$ cat src/rtl/fifo_lifo_buffer.sv
// Mode-selectable FIFO/LIFO storage buffer with occupancy count
// and one-cycle overflow/underflow pulses.
module fifo_lifo_buffer #(
    parameter  int WIDTH = 32,
    parameter  int DEPTH = 8,
    localparam int CNT_W = $clog2(DEPTH + 1)
) (
    input  logic             clk,
    input  logic             reset,
    input  logic             mode,
    input  logic [WIDTH-1:0] d,
    input  logic             push,
    input  logic             pop,
    output logic [WIDTH-1:0] q,
    output logic             q_valid,
    output logic             full,
    output logic             empty,
    output logic [CNT_W-1:0] count,
    output logic             overflow,
    output logic             underflow
);

    localparam int PTR_W = (DEPTH > 1) ? $clog2(DEPTH) : 1;

    logic [WIDTH-1:0] r_mem [0:DEPTH-1];
    logic [PTR_W-1:0] r_rd_ptr;
    logic [PTR_W-1:0] r_wr_ptr;
    logic [CNT_W-1:0] r_count;
    logic             r_mode;
    logic [WIDTH-1:0] r_q;
    logic             r_q_valid;
    logic             r_ovf;
    logic             r_udf;

    logic             w_empty;
    logic             w_full;
    logic             w_mode;
    logic             w_switch;
    logic             w_push_ok;
    logic             w_pop_ok;
    logic [PTR_W-1:0] w_rd_base;
    logic [PTR_W-1:0] w_wr_base;
    logic [PTR_W-1:0] w_top;
    logic [PTR_W-1:0] w_waddr;
    logic [PTR_W-1:0] w_raddr;

    function automatic logic [PTR_W-1:0] f_inc(input logic [PTR_W-1:0] p);
        return (p == PTR_W'(DEPTH - 1)) ? '0 : p + 1'b1;
    endfunction

    // Mode is only honoured while empty, so ordering never changes under data.
    always_comb begin
        w_empty   = (r_count == '0);
        w_full    = (r_count == CNT_W'(DEPTH));
        w_mode    = w_empty ? mode : r_mode;
        w_switch  = w_empty && (mode != r_mode);
        w_rd_base = w_switch ? '0 : r_rd_ptr;
        w_wr_base = w_switch ? '0 : r_wr_ptr;
        w_push_ok = push && (!w_full || pop);
        w_pop_ok  = pop && !w_empty;
        w_top     = PTR_W'(r_count - CNT_W'(1));
        w_waddr   = w_wr_base;
        w_raddr   = w_rd_base;
        if (w_mode) begin
            // A simultaneous push in LIFO replaces the entry being popped.
            w_waddr = w_pop_ok ? w_top : PTR_W'(r_count);
            w_raddr = w_top;
        end
    end

    always_ff @(posedge clk) begin
        if (!reset && w_push_ok) begin
            r_mem[w_waddr] <= d;
        end
    end

    always_ff @(posedge clk) begin
        if (reset) begin
            r_rd_ptr  <= '0;
            r_wr_ptr  <= '0;
            r_count   <= '0;
            r_mode    <= 1'b0;
            r_q       <= '0;
            r_q_valid <= 1'b0;
            r_ovf     <= 1'b0;
            r_udf     <= 1'b0;
        end else begin
            r_mode    <= w_mode;
            r_q_valid <= w_pop_ok;
            r_ovf     <= push && w_full && !pop;
            r_udf     <= pop && w_empty;
            if (w_pop_ok) begin
                r_q <= r_mem[w_raddr];
            end
            r_rd_ptr <= (!w_mode && w_pop_ok) ? f_inc(w_rd_base) : w_rd_base;
            r_wr_ptr <= (!w_mode && w_push_ok) ? f_inc(w_wr_base) : w_wr_base;
            unique case ({w_push_ok, w_pop_ok})
                2'b10:   r_count <= r_count + CNT_W'(1);
                2'b01:   r_count <= r_count - CNT_W'(1);
                default: r_count <= r_count;
            endcase
        end
    end

    assign q         = r_q;
    assign q_valid   = r_q_valid;
    assign count     = r_count;
    assign full      = (r_count == CNT_W'(DEPTH));
    assign empty     = (r_count == '0);
    assign overflow  = r_ovf;
    assign underflow = r_udf;

endmodule

$ cat config.mk
export PLATFORM = sky130hd
export DESIGN_NAME = fifo_lifo_buffer
export DESIGN_NICKNAME = d
export VERILOG_FILES = /design/src/rtl/fifo_lifo_buffer.sv
export SDC_FILE = /design/constraint.sdc
export NUM_CORES = 1
export LEC_CHECK = 0
export BUFFER_PORTS_ARGS = -buffer_cell sky130_fd_sc_hd__buf_2
export CAP_MARGIN = 20
export CELL_PAD_IN_SITES_DETAIL_PLACEMENT = 2
export CELL_PAD_IN_SITES_GLOBAL_PLACEMENT = 2
export CORE_MARGIN = 2
export CORE_UTILIZATION = 41
export CTS_CLUSTER_SIZE = 14
export DETAILED_ROUTE_END_ITERATION = 10
export GPL_ROUTABILITY_DRIVEN = 0
export PLACE_DENSITY = 0.85
export SYNTH_ARGS = -nofsm -noshare
export SYNTH_HDL_FRONTEND = slang
export SYNTH_SLANG_ARGS = --single-unit
$ cat constraint.sdc
create_clock -name clk -period 3.65 [get_ports clk]
set_input_delay 0.1825 -clock clk [delete_from_list [all_inputs] [get_ports clk]]
set_output_delay 0.1825 -clock clk [all_outputs]
set_load 0.005 [all_outputs]
==> flow_metrics.env <==
export IMPL_outcome="complete, no violations"
export IMPL_crit_path_start_kind="register"
export IMPL_pin_count=78
export IMPL_worst_slew_pin_slew_ns=1.06
export IMPL_whs_ns=0.0668
export IMPL_critPathMostFrequentCell="inv_1"
export IMPL_hold_violations=0
export IMPL_wire_per_inst_um=28.5
export IMPL_yosys_most_used_dff="edfxtp_1"
export IMPL_ys_seq_area_share_pct=76.0
export IMPL_share_seq_of_total_power_pct=42.6
export IMPL_final_setup_tns_ns=0
export IMPL_cts_buffers=31
export IMPL_dp_slack_ns=0.180
export IMPL_r2r_start="count[0]"
export IMPL_nNetsFinal=788
export IMPL_finish_utilization_pct=51.1
export IMPL_fp_coreArea_um2=27000
export IMPL_fin_crit_ns=3.36
export IMPL_grt_use_total_pct=22.2
export IMPL_initial_core_util_pct=41.9
export IMPL_power_density_nw_per_um2=749
export IMPL_drtPass1Iterations=4
export IMPL_worstSetupPathType="reg -> reg"
export IMPL_fmax_mhz=297
export IMPL_synth_area_leader_cell="edfxtp_1"
export IMPL_arrival_ns=3.61
export IMPL_finClkSkew_ns=0.00977
export IMPL_power_leakage_nw=4.80
export IMPL_p_sw_mw=3.09
export IMPL_critPathSlowestCell="or3b_1"
export IMPL_rsz0062_at_grt="false"
export IMPL_critPathMaxStageDelay_ns=0.56
export IMPL_postRouteWirelength_um=31700
export IMPL_cpLargestDelayFamily="simple AND/OR/NAND/NOR gates"
export IMPL_synth_common_cells="edfxtp_1 (256), mux2i_1 (68), dfxtp_1 (46)"
export IMPL_hold_path_depth=3
export IMPL_netSwitchingFraction_pct=29.9
export IMPL_hold_path_end="underflow"
export IMPL_fin_crit_sh_pct=92.1
export IMPL_die_h_um=170
export IMPL_final_setup_viol_count=0
export IMPL_syn_nets=638
export IMPL_multi_input_area_um2=2610
export IMPL_fin_area_um2=13800
export IMPL_rows=60
export IMPL_first_iter_violations=520
export IMPL_worst_slack_ns=0.287
export IMPL_placed_area_um2=12300
export IMPL_yosysMostFrequentCell="edfxtp_1"
export IMPL_overflow=0
export IMPL_crit_chain="inv_1 -> ha_1 -> or3b_1 -> inv_1 -> o31ai_1 -> a221oi_1 -> nand2_1 -> nor2_4 -> buf_12"
export IMPL_power_frac_clock_pct=31.3
export IMPL_area_growth_pct=21.9
export IMPL_critPathBufInv=3
export IMPL_insertedDiodeCount=0
export IMPL_grt_max_degree=44
export IMPL_synthTopCellsByArea="edfxtp_1 (68%), dfxtp_1 (8.1%), mux4_2 (6.4%), mux2i_1 (6.0%), a221o_1 (2.9%)"
export IMPL_min_from="pop"
export IMPL_async_flop_share_pct=0
export IMPL_grt_pass1_vias=7097
export IMPL_drtAntennaViolNets=0
export IMPL_fillers=2374
export IMPL_instances_no_fill=1113
export IMPL_cap_viol_max_count=0
export IMPL_h_tree_depth=1
export IMPL_p_comb_share_pct=26.2
export IMPL_p_total_mw=10.3
export IMPL_seq_area_um2=8610
export IMPL_grt_pass1_wl_um=47100
export IMPL_synth_cell_types=46
export IMPL_drc=0
export IMPL_antenna_found_initial=0
export IMPL_place_inst=1001
export IMPL_die_w_um=170
export IMPL_cts_sinks=302
export IMPL_ys_warn_count=0
export IMPL_hold_path_class="in -> reg"
export IMPL_clockBufferDepth=3
export IMPL_critPathMaxFanout=21
export IMPL_clockRootBuffer="clkbuf_16"
export IMPL_viasPerCell=5.66
export IMPL_dpl_hpwl_um=19600
export IMPL_critPathLaunch="count[0]"
export IMPL_end_kind="register"
export IMPL_port_buffers=77
export IMPL_die_area_um2=29000
export IMPL_vias=6300
export IMPL_slew_limit_headroom_pct=29.2
export IMPL_avgSynthCellArea_um2=19.0
export IMPL_path_clk_slew_ns=0.06
export IMPL_slew_viol_final=0
export IMPL_reg2reg_depth=9
export IMPL_worst_r2r_endpoint="r_mem[6][17]"
export IMPL_synth_seq_cells=302
export IMPL_synth_area_um2=11300
export IMPL_cts_tree="done"
export IMPL_vdd_drop_max_uv=407
export IMPL_drive_above_1_share_pct=26.9
export IMPL_synth_top_area_share_pct=67.9
export IMPL_synth_edf_count=256
export IMPL_r2r_slack_ns=0.29
export IMPL_p_int_mw=7.25
export IMPL_required_ns=3.90
export IMPL_syn_inst=597
export IMPL_worstSkewPairLatency_ns=0.56
## cell families after synthesis
| kind of cell | count (synthesis) | share of synthesized area, % |
|---|---|---|
| DFF | 302 | 76.0 |
| muxes | 102 | 12.6 |
| AOI/OAI and AO/OA | 81 | 5.70 |
| and+or+nand+nor | 60 | 2.78 |
| buffers and inverters | 39 | 1.77 |
| xor gates and xnor gates | 9 | 0.696 |
| adders and majority gates | 4 | 0.442 |
## worst max-delay path by stage
stage	endpoint	slack [ns]	cells past startpoint
6_report	r_mem[6][17]	0.29	9
5_1_grt	r_mem[6][11]	0.01	9
4_1_cts	r_mem[5][13]	0.07	9
3_5_place_dp	r_mem[5][8]	0.18	9
3_3_place_gp	r_mem[5][13]	0.46	9
2_1_floorplan	r_mem[0][0]	0.03	9
## metal layers
layer / vias to the layer above / routed length (um) / part of all wire (%) / global-route usage, %
li1: 2736 / - / - / -
met1: 3345 / 13000 / 41 / 28.4
met2: 171 / 16900 / 53 / 40.6
met3: 48 / 1260 / 4.0 / 2.88
met4: 0 / 554 / 1.7 / 4.53
met5: - / 0 / 0 / 0
## power by group through the flow
stage | registers, mW | logic [mW] | clock network [mW]
final | 4.40 | 2.70 | 3.23
after global routing | 4.43 | 2.92 | 3.40
after CTS | 4.40 | 2.71 | 3.28
after detailed placement | 4.46 | 2.64 | 0
after global placement | 4.40 | 2.47 | 0
after floorplan | 4.38 | 1.72 | 0
## registers in the layout, summed over array words and instances, names as in the netlist
register	flops
q_valid	1
r_mem	256
r_rd_ptr	3
r_mode	1
r_wr_ptr	3
count	4
overflow	1
q	32
underflow	1
## final cells by class
type	instances	share of cell area, %
Clock buffer	44	6.19
Clock inverter	14	1.28
Inverter	7	0.190
Multi-Input combinational cell	256	18.9
Sequential cell	302	62.4
Tap cell	341	3.09
Timing Repair Buffer	149	7.98
## cells in the final DEF (no fill, tap or decap), types with 12 or more instances in the layout
cell type	synthesis	layout
edfxtp_1	256	256
buf_2	4	77
mux2i_1	68	68
dfxtp_1	46	46
dlygate4sd3_1	0	35
mux4_2	32	32
o22ai_1	32	32
a221o_1	33	32
clkbuf_16	0	31
buf_4	5	30
nor2_1	21	12
## worst reg2reg max path, delay by kind of cell (launching register included)
family	cells	cell delay, ns
compound gates	2	0.50
fa+ha+maj	1	0.31
flops	1	0.40
buf+inv	3	0.60
simple gates	3	1.23
## what timing repair did
item,4_1_cts,5_1_grt
hold buffers,35,0
setup endpoints to repair,0,135
resized for setup,0,1
buffers inserted,0,19
hold endpoints to repair,259,0
(Power assumes the default switching activity.)
